--- src/rtl/clock_speed_controller.sv ---
// Push-button speed sequencer for the visualizer clock divider.
// Debounces the button, steps the divide ratio, applies it at full-period ends.
`timescale 1ns/1ps
module clock_speed_controller #(
  parameter int DEBOUNCE_CYCLES = 16,
  parameter int NUM_SPEEDS      = 4,
  parameter int BASE_HALF       = 2,
  parameter int CNT_W           = 16,
  localparam int LW = $clog2(NUM_SPEEDS),
  localparam int DW = $clog2(DEBOUNCE_CYCLES) + 1
) (
  input  logic          clock,
  input  logic          reset,
  input  logic          speedButton,
  output logic          newClock,
  output logic          tick,
  output logic [LW-1:0] speedLevel,
  output logic          switching
);

  localparam logic [0:0] RUN     = 1'b0;
  localparam logic [0:0] PENDING = 1'b1;

  logic             sync1;
  logic             sync2;
  logic             db;
  logic             press;
  logic [DW-1:0]    dcnt;
  logic [CNT_W-1:0] count;
  logic [CNT_W-1:0] hm1;
  logic             boundary;
  logic [0:0]       state;
  logic [LW-1:0]    pending;

  assign hm1       = (CNT_W'(BASE_HALF) << speedLevel) - CNT_W'(1);
  assign boundary  = (count == hm1);
  assign switching = (state == PENDING);

  // Two-flop synchroniser for the raw button
  always_ff @(posedge clock or posedge reset) begin
    if (reset) begin
      sync1 <= 1'b0;
      sync2 <= 1'b0;
    end else begin
      sync1 <= speedButton;
      sync2 <= sync1;
    end
  end

  // Debounce: accept a level after it has differed long enough
  always_ff @(posedge clock or posedge reset) begin
    if (reset) begin
      db    <= 1'b0;
      dcnt  <= '0;
      press <= 1'b0;
    end else begin
      press <= 1'b0;
      if (sync2 != db) begin
        if (dcnt == DW'(DEBOUNCE_CYCLES - 1)) begin
          db    <= sync2;
          dcnt  <= '0;
          press <= sync2;
        end else begin
          dcnt <= dcnt + DW'(1);
        end
      end else begin
        dcnt <= '0;
      end
    end
  end

  // Divider plus level sequencer; level swaps only as newClock falls
  always_ff @(posedge clock or posedge reset) begin
    if (reset) begin
      count      <= '0;
      newClock   <= 1'b0;
      tick       <= 1'b0;
      speedLevel <= '0;
      pending    <= '0;
      state      <= RUN;
    end else begin
      if (boundary) begin
        count    <= '0;
        newClock <= ~newClock;
        tick     <= ~newClock;
      end else begin
        count <= count + CNT_W'(1);
        tick  <= 1'b0;
      end
      unique case (state)
        RUN: begin
          if (press) begin
            pending <= speedLevel + LW'(1);
            state   <= PENDING;
          end
        end
        PENDING: begin
          if (boundary && newClock) begin
            speedLevel <= pending;
            state      <= RUN;
          end
        end
      endcase
    end
  end

endmodule

--- config.mk ---
export PLATFORM = sky130hd
export DESIGN_NAME = clock_speed_controller
export DESIGN_NICKNAME = d
export VERILOG_FILES = /design/src/rtl/clock_speed_controller.sv
export SDC_FILE = /design/constraint.sdc
export NUM_CORES = 1
export LEC_CHECK = 0
export ABC_AREA = 1
export CORE_MARGIN = 2
export CORE_UTILIZATION = 40
export CTS_CLUSTER_SIZE = 10
export DETAILED_ROUTE_END_ITERATION = 12
export PLACE_DENSITY = 0.58
export SYNTH_ARGS = -nofsm -noshare
export SYNTH_HDL_FRONTEND = slang
export SYNTH_SLANG_ARGS = --single-unit
--- constraint.sdc ---
create_clock -name clock -period 4.7 [get_ports clock]
set_input_delay 0.47 -clock clock [delete_from_list [all_inputs] [get_ports clock]]
set_output_delay 0.47 -clock clock [all_outputs]
set_load 0.005 [all_outputs]
==> impl_metrics.tcl <==
set metrics [dict create \
    status "finished, final reports clean" \
    async_flop_share_pct 100 \
    grt_usage_pct 15.9 \
    arrival_ps 2200 \
    clock.fmax_mhz 493 \
    required_ps 4870 \
    start_util_pct 41.1 \
    ff2ff_setup_slack_ps 2670 \
    synth_area_leader_cell "dfrtp_1" \
    sw_frac_of_total_pct 19.1 \
    clk_pin_slew_ps 60 \
    root_buffer "clkbuf_8" \
    cts-htree-levels 2 \
    min_delay_path_depth 0 \
    mostFrequentLayoutCells "nand2_1, nor2_1, inv_1, dfrtp_1, nand3_1" \
    seq_area_frac_synth_pct 45.4 \
    hold_path.class "reg -> reg" \
    pwr-share-clk_pct 46.2 \
    stdcell_count 295 \
    finalCoreUtilization_pct 46.6 \
    netlist_instances 229 \
    ys_seq_elements 32 \
    drv_slew 0 \
    regArea_sq_um 801 \
    preCtsSetupSlack_ps 2680 \
    area_growth_pct 13.3 \
    finalSetupTns_ps 0 \
    layout_setup_ws_ps 2670 \
    viasPerCell 4.69 \
    placed_area_sq_um 1890 \
    hold_viol 0 \
    multiInputGateArea_sq_um 813 \
    port_buffers 7 \
    postCtsResizedCells 0 \
    critPathCaptureType "flip-flop" \
    syn_area_per_cell_sq_um 7.71 \
    hold_slack_ps 353 \
    power.switching_mw 0.104 \
    worstHoldStart "sync1" \
    drc 0 \
    gr-total-overflow 0 \
    cts.sinks 32 \
    crit_fanout 13 \
    rsz0062_at_grt "false" \
    power_frac_comb_pct 2.2 \
    die_h_um 70.4 \
    rr_endpoint "speedLevel[1]" \
    die_area_sq_um 4960 \
    clockBufferDepth 2 \
    dp_cells 287 \
    grt_antenna_before_repair 0 \
    tritoncts.num_buffers 5 \
    fill_cells 437 \
    reg2reg_from "speedLevel[0]" \
    cts_tree "yes" \
    worst_clock_skew_ps 2.86 \
    chipWidth_um 70.4 \
    post_drt_wl_per_cell_um 11.5 \
    layout.nets 252 \
    insertion_delay_ps 280 \
    ys.flop_type "dfrtp_1" \
    final_area_sq_um 2000 \
    holdPathEnd "sync2" \
    diodes 0 \
    grt_pass1_vias 1414 \
    seqPwrFrac_pct 51.6 \
    fp-row-count 24 \
    synth.top_cells.by_area "dfrtp_1, nand2_1, nor2_1" \
    setup-violations-final 0 \
    ys_warn_count 0 \
    firstDrtPassIters 4 \
    p_int_mw 0.440 \
    max_slew.worst_pin.slew_ps 420 \
    layout-drive-gt1-share_pct 7.41 \
    coreArea_sq_um 4290 \
    synth_nets 239 \
    ios 8 \
    grt_start_max_net_pins 33 \
    wirelength_mm 3.40 \
    period_share_pct 43.2 \
    startpoint_type "flip-flop" \
    syn_area_sq_um 1770 \
    powerDensity_nw_per_um2 272 \
    synth_top_area_share_pct 45.4 \
    place_hpwl_mm 2.57 \
    gp_congestion 0.908 \
    drtIter0Drc 137 \
    finalCriticalPeriod_ps 2030 \
    postCtsHoldBufs 0 \
    p_leak_nw 1.02 \
    grt_pass1_wl_mm 6.21 \
    layout_commonest_cell "nand2_1" \
    relSlewSlack_pct 71.8 \
    ys_types 24 \
    synth_edf_count 0 \
    critical_path_class "reg -> reg" \
    cap_viol_max_count 0 \
    ant_nets 0 \
    vdd_drop_max_uv 159 \
    via_count 1383 \
    total_power_mw 0.543 \
    cts_setup_buffers 0 \
    r2r_cells 10 \
]
==> cell type report <==
type,count,area share [%]
Sequential cell,32,40.1
Multi-Input combinational cell,159,40.7
Clock buffer,6,3.63
Tap cell,52,3.25
Timing Repair Buffer,8,3.88
Inverter,36,6.76
Clock inverter,2,1.75
==> how the worst max path moves through the flow <==
stage | start | slack [ps] | end | depth (start not counted)
2_1_floorplan | speedLevel[0] | 3020 | switching | 9
3_3_place_gp | speedLevel[0] | 2770 | speedLevel[0] | 10
3_5_place_dp | speedLevel[0] | 2680 | speedLevel[1] | 10
4_1_cts | speedLevel[0] | 2660 | speedLevel[1] | 10
5_1_grt | speedLevel[0] | 2450 | speedLevel[1] | 10
6_report | speedLevel[0] | 2670 | speedLevel[1] | 10
==> synthesized netlist by cell type (2+ instances only) <==
cell     instances
nand3_2          2
nor2_2           2
nor4_1           2
nand4_1          5
inv_1           35
nor2_1          41
o21ai_0          7
nand2_1         52
xor2_1          10
nand3_1         15
ha_1             7
dfrtp_1         32
a21oi_1          2
nor3_1           7
==> metal layers <==
metal  vias up  track usage, %  wire [um]
li1        736               -          -
met1       622            19.9       1650
met2        20            26.0       1580
met3         5            4.47        120
met4         0            5.98         45
met5         -               0          0
==> flip-flops by register name (all words and copies together) (netlist names) <==
name        cells
count          16
dcnt            5
pending         2
speedLevel      2
db              1
newClock        1
press           1
switching       1
sync1           1
sync2           1
tick            1
==> power by group through the flow <==
stage	Combinational (mW)	Sequential, mW	Clock (mW)
2_1_floorplan	0.00800	0.285	0
6_report	0.0120	0.280	0.251
3_3_place_gp	0.0125	0.285	0
3_5_place_dp	0.0126	0.285	0
5_1_grt	0.0144	0.280	0.274
4_1_cts	0.0126	0.280	0.260
==> cells by family (layout without fill, tap and decap cells) <==
logic type / after synthesis / after routing / share of synthesized area, %
XOR/XNOR: 11 / 11 / 5.46
flip-flops: 32 / 32 / 45.4
AND/OR/NAND/NOR: 129 / 129 / 31.7
AO/OA/AOI/OAI: 11 / 11 / 3.33
adder cells (fa/ha/maj): 7 / 7 / 4.96
multiplexers: 1 / 1 / 0.638
buffers and inverters: 38 / 52 / 8.58
==> critical path, stage by stage (launching register included) <==
cell and delay, ps:
dfrtp_1 450, inv_1 90, ha_1 240, nor2_2 200
nand2_2 140, o21ai_2 150, nand3_2 120, nor2_4 280
nand2_1 120, nand2_1 90, nand2_1 50
Power figures use the tool's default switching activity.
==> RTL change 1: new RTL, config.mk and constraints unchanged <==
The parameter `DEBOUNCE_CYCLES` goes from 16 to 8.
--- a/src/rtl/clock_speed_controller.sv
+++ b/src/rtl/clock_speed_controller.sv
@@ -4,3 +4,3 @@
 module clock_speed_controller #(
-  parameter int DEBOUNCE_CYCLES = 16,
+  parameter int DEBOUNCE_CYCLES = 8,
   parameter int NUM_SPEEDS      = 4,
Check against the original RTL: no difference found for any inputs over 10 cycles, from zero or initial values and one cycle with reset high; that may be too few to reach the edited logic, so the function may still have changed.
==> RTL change 1 against the unedited design <==
Cell area up 1.7%. Critical path depth up 3. Synthesized area is 0.43% higher. Core utilization grew 0.46 points. Non-clock buffer count stayed put. Setup slack better by 40 ps. Routed wire length down 7.3%. Sequential cell count shrank 1.
Power is not compared: it rests on default switching activity, and its combinational part moved more than twofold at a synthesized area within 25%.
==> RTL change 1: results (changes against the unedited design) <==
RR Startpoint=speedLevel[0]; worst slew pin tran=390 ps (-30.2 ps); CTS Root Cell=clkbuf_8; Setup Fix Bufs, Post-CTS=0 (unchanged); CP peak stage delay=460 ps; ranking of synthesized cells by area=dfrtp_1 (44%), nand2_1 (11%), inv_1 (9.5%); Yosys warnings=0 (unchanged); crit path DAT=2170 ps (-30 ps); largest net degree at the start of global routing=32 (-3.0%); commonest cells in the synthesized netlist=nand2_1 (52), inv_1 (45), dfrtp_1 (31), nor2_1 (20), nand3_1 (12); first-pass GRT wire length=5670 um (-8.7%); met3 usage=3.85% (-0.63 points); post-detailed-route wirelength per cell=10.8 um (-6.0%); layout cells sized above 1=13.8% (+6.4 points); post-synthesis sequential area ratio=43.8% (-1.6 points); EDFF count, synth=0 (unchanged); Post-synth ARST share=100% (unchanged); status=completed; Fin Clk Skew=6.81 ps (+3.95 ps); biggest regs=count x16, dcnt x4; initial antenna violation count=0 (unchanged); Syn Inst Count=223 (-2.6%); critical path fanouts, max=9 (-4); Detail Placement HPWL=2430 um (-5.5%); Setup Crit Path Kind=flop to flop; Clock Path Buffers=2 (unchanged); M1 GR Usage=20.3% (+0.42 points); number of DRC markers in iteration 0=83 (-39%); htree depth=2 (unchanged); clock-pin slew on the worst setup and hold paths=about 70 ps; CTS buffer count=5 (unchanged); Total GRT Usage=14.6% (-1.3 points); M2 GR Usage=21.8% (-4.2 points); placed cell count=283 (-1.4%); gpl congestion=0.872 (-3.9%); Vias=1,323 (-4.3%); Leak=approximately 1.1 nW; PortBufs=7 (unchanged); vias in the first global route=1,293 (-8.6%); syn nets=234 (-2.1%); Non-Filler Instances=291 (-1.4%); Synth cell types=25 (+4.2%); # resized after CTS=0 (unchanged); Fill cells=442 (+1.1%); Worst Reg-to-Reg Cells=13 (+3); slowest CP cell=dfrtp_1; clock latency on the worst-skew pair=~290 ps; # nets final=249 (-1.2%); Hold Crit Depth=0 (unchanged)
## RTL change 1: worst paths after layout
path	endpoint	slack [ps]
hold reg to reg	sync2	360
max in group asynchronous	count[10]	3860
min in group asynchronous	sync2	560
setup / recovery	count[7]	2710
setup reg to reg	count[7]	2710
hold / removal	sync2	360
## RTL change 1: power by group
group / switching, mW / leakage [nW] / internal [mW]
registers: 0.0246 / 0.419 / 0.294
clock network: 0.100 / 0.0612 / 0.171
logic: 0.0822 / 0.622 / 0.0644
total: 0.207 / 1.10 / 0.529
## RTL change 1: logic make-up (layout without fill, tap and decap cells)
kind of cell             Yosys count  count (layout)  synth area share, %
AND/OR/NAND/NOR                  115             115                 31.8
buffers and inverters             47              63                 9.95
flip-flops                        31              31                 43.8
AO/OA/AOI/OAI                     13              13                 3.81
adder cells (fa/ha/maj)            8               8                 5.65
XOR/XNOR                           8               8                 4.38
multiplexers                       1               1                0.635
## RTL change 1: per-stage QoR
stage / setup slack [ps] / instance area (um^2)
2_1_floorplan: 2910 / 1770
3_5_place_dp: 2680 / 1920
3_3_place_gp: 2730 / 1920
6_report: 2710 / 2030
4_1_cts: 2670 / 2030
5_1_grt: 2460 / 2030
## RTL change 1: cell type report
type                    count  share of cell area [%]
multi-input cells         145                    40.4
flip-flops and latches     31                    38.2
inverters                  47                    8.68
clock buffers               6                    4.06
repair buffers              8                    3.82
well taps                  52                    3.20
clock inverters             2                    1.72
## RTL change 1: critical path: cells and delay by family, from the launching register on
kind	cells	cell delay (ps)
adder cells (fa/ha/maj)	2	360
buffers and inverters	4	250
AND/OR/NAND/NOR	7	810
flip-flops	1	460
## RTL change 1: metal layers
metal | vias to the layer above | share of wire (%) | routed length [um]
li1 | 711 | - | -
met1 | 594 | 53 | 1680
met2 | 13 | 42 | 1320
met3 | 5 | 2.9 | 92
met4 | 0 | 1.5 | 46
met5 | - | 0 | 0
==> RTL change 2: new RTL, config.mk and constraints unchanged <==
Made on the original files. Reset style: synchronous (`reset`), changed in 3 clocked blocks.
--- a/src/rtl/clock_speed_controller.sv
+++ b/src/rtl/clock_speed_controller.sv
@@ -39,3 +39,3 @@
   // Two-flop synchroniser for the raw button
-  always_ff @(posedge clock or posedge reset) begin
+  always_ff @(posedge clock) begin
     if (reset) begin
@@ -50,3 +50,3 @@
   // Debounce: accept a level after it has differed long enough
-  always_ff @(posedge clock or posedge reset) begin
+  always_ff @(posedge clock) begin
     if (reset) begin
@@ -72,3 +72,3 @@
   // Divider plus level sequencer; level swaps only as newClock falls
-  always_ff @(posedge clock or posedge reset) begin
+  always_ff @(posedge clock) begin
     if (reset) begin
Function: differs if reset is asserted again (counterexample within 4 cycles, from zero or initial values and one cycle with reset high); with reset held inactive, the same outputs for 10 cycles.
==> RTL change 2 against the unedited design <==
Routed wire length is 15% lower. Maximum frequency rose by 6.6%. Final cell count down 1.0%. Cell area decreased by 6.4%. Core utilization rose by 0.23 points. Setup slack better by 130 ps. Synthesized area decreased by 5.6%. Count of clock-buffer cells in the layout did not move. Global-route usage fell by 0.83 points. Die area is 5.3% lower. Sequential cell count unchanged. Largest cell class unchanged.
Power is not compared: it rests on default switching activity, and its combinational part moved more than twofold at a synthesized area within 25%.
==> RTL change 2: results (changes against the unedited design) <==
status=completed; biggest regs=count x16, dcnt x5; Post-synth ARST share=0% (-100 points); # resized after CTS=0 (unchanged); Worst Reg-to-Reg Cells=9 (-1); htree depth=2 (unchanged); Reg2Reg Setup Slack=2800 ps (+130 ps); CTS buffer count=5 (unchanged); hold wc startpoint=sync1; Post-synth top flop=dfxtp_1; Worst Hold Endpoint=sync2; Synth cell types=24 (unchanged); xor/xnor share of the synthesized area=7.88% (+2.4 points); first-pass GRT wire length=5170 um (-17%); Total GRT Usage=15.1% (-0.83 points); Yosys warnings=0 (unchanged); commonest cells in the synthesized netlist=inv_1 (40), nand2_1 (37), nor2_1 (36), dfxtp_1 (32); worst slew pin tran=284 ps (-136 ps); ranking of synthesized cells by area=dfxtp_1 (38%), inv_1 (9.0%), nand2_1 (8.3%); worst vdd rail ir drop=0.000140 V; PortBufs=7 (unchanged); post-synthesis sequential area ratio=38.4% (-6.9 points); Worst Hold Class=flop to flop; layout cells sized above 1=12.0% (+4.6 points); critical path fanouts, max=16 (+3); Clock Path Buffers=2 (unchanged); gpl congestion=0.751 (-17%); final wirelength=2900 um (-15%); Detail Placement HPWL=2170 um (-15%); clock latency on the worst-skew pair=280 ps (about the same); Compound-Gate Fraction of Synth Area=3.75% (+0.42 points); ANT cells=0 (unchanged); drt pass-1 iters=4 (unchanged); Fin Clk Skew=3.54 ps (+0.681 ps); CTS Root Cell=clkbuf_8; largest net degree at the start of global routing=17 (-48%); Fill cells=400 (-8.5%); Leak=between 0.7 and 0.8 nW; Setup Fix Bufs, Post-CTS=0 (unchanged); crit path DAT=2070 ps (-130 ps); number of DRC markers in iteration 0=60 (-56%); initial antenna violation count=0 (unchanged); # nets final=251 (-0.40%); Vias=1,312 (-5.1%); r2r endpoint=count[12]; vias in the first global route=1,229 (-13%); clock-pin slew on the worst setup and hold paths=70 ps; Post-Synth Adder-Cell Area=5.26% (+0.29 points); syn nets=238 (-0.42%); proportion of synthesized area in mux cells=0% (-0.64 points); Hold Crit Depth=2 (+2); net switching power=0.135 mW; RR Startpoint=speedLevel[0]
[RTL change 2: power by group through the flow]
stage	logic, mW	registers (mW)	clock network [mW]
after floorplan	0.0403	0.290	0
after global placement	0.0497	0.291	0
after detailed placement	0.0498	0.292	0
after CTS	0.0499	0.286	0.226
after global routing	0.0583	0.287	0.237
final	0.0488	0.286	0.216
[RTL change 2: worst max path at each step]
stage	from	endpoint	slack [ps]	depth (start not counted)
finish	speedLevel[0]	count[12]	2800	9
global route	speedLevel[1]	count[12]	2610	9
CTS	speedLevel[0]	count[12]	2760	9
detailed placement	speedLevel[0]	count[12]	2780	9
global placement	speedLevel[0]	count[12]	2800	9
floorplan	speedLevel[0]	count[2]	2940	10
[RTL change 2: critical path, cell delays in order, from the launching register on]
cell and delay (ps):
dfxtp_1 400, inv_1 100, ha_1 240, nor2_2 200, nand2_2 110, o21ai_1 90
o211ai_1 90, or2_4 270, nand2_4 200, nor2_1 70
[RTL change 2: cell families after synthesis]
family,after synthesis
AOI/OAI and AO/OA,11
xor gates and xnor gates,15
adders and majority gates,7
buffers and inverters,42
DFF,32
and+or+nand+nor,121
[RTL change 2: metal layers]
metal / up-vias / wire (um) / track usage [%] / part of all wire, %
li1: 720 / - / - / -
met1: 577 / 1510 / 18.6 / 52
met2: 13 / 1280 / 23.2 / 44
met3: 2 / 78 / 4.87 / 2.7
met4: 0 / 27 / 8.25 / 0.93
met5: - / 0 / 0 / 0
[RTL change 2: per-stage QoR]
stage                     util [%]  setup slack, ps  std cells  instance area (um^2)  hold WS [ps]
after CTS                     46.8             2760        292                  1870           406
after global placement        44.5             2800        284                  1780           401
after global routing          46.8             2610        292                  1870           428
after detailed placement      44.5             2780        284                  1780           397
final                         46.8             2800        292                  1870           399
after floorplan                  -             2940        228                  1670           388
[RTL change 2: final cells by class]
type / count / area share, %
sequential: 32 / 34.2
timing repair buffer: 7 / 3.74
clock buffer: 6 / 4.41
tap: 50 / 3.34
multi-input combinational: 154 / 45.5
clock inverter: 2 / 0.535
inverter: 41 / 8.22
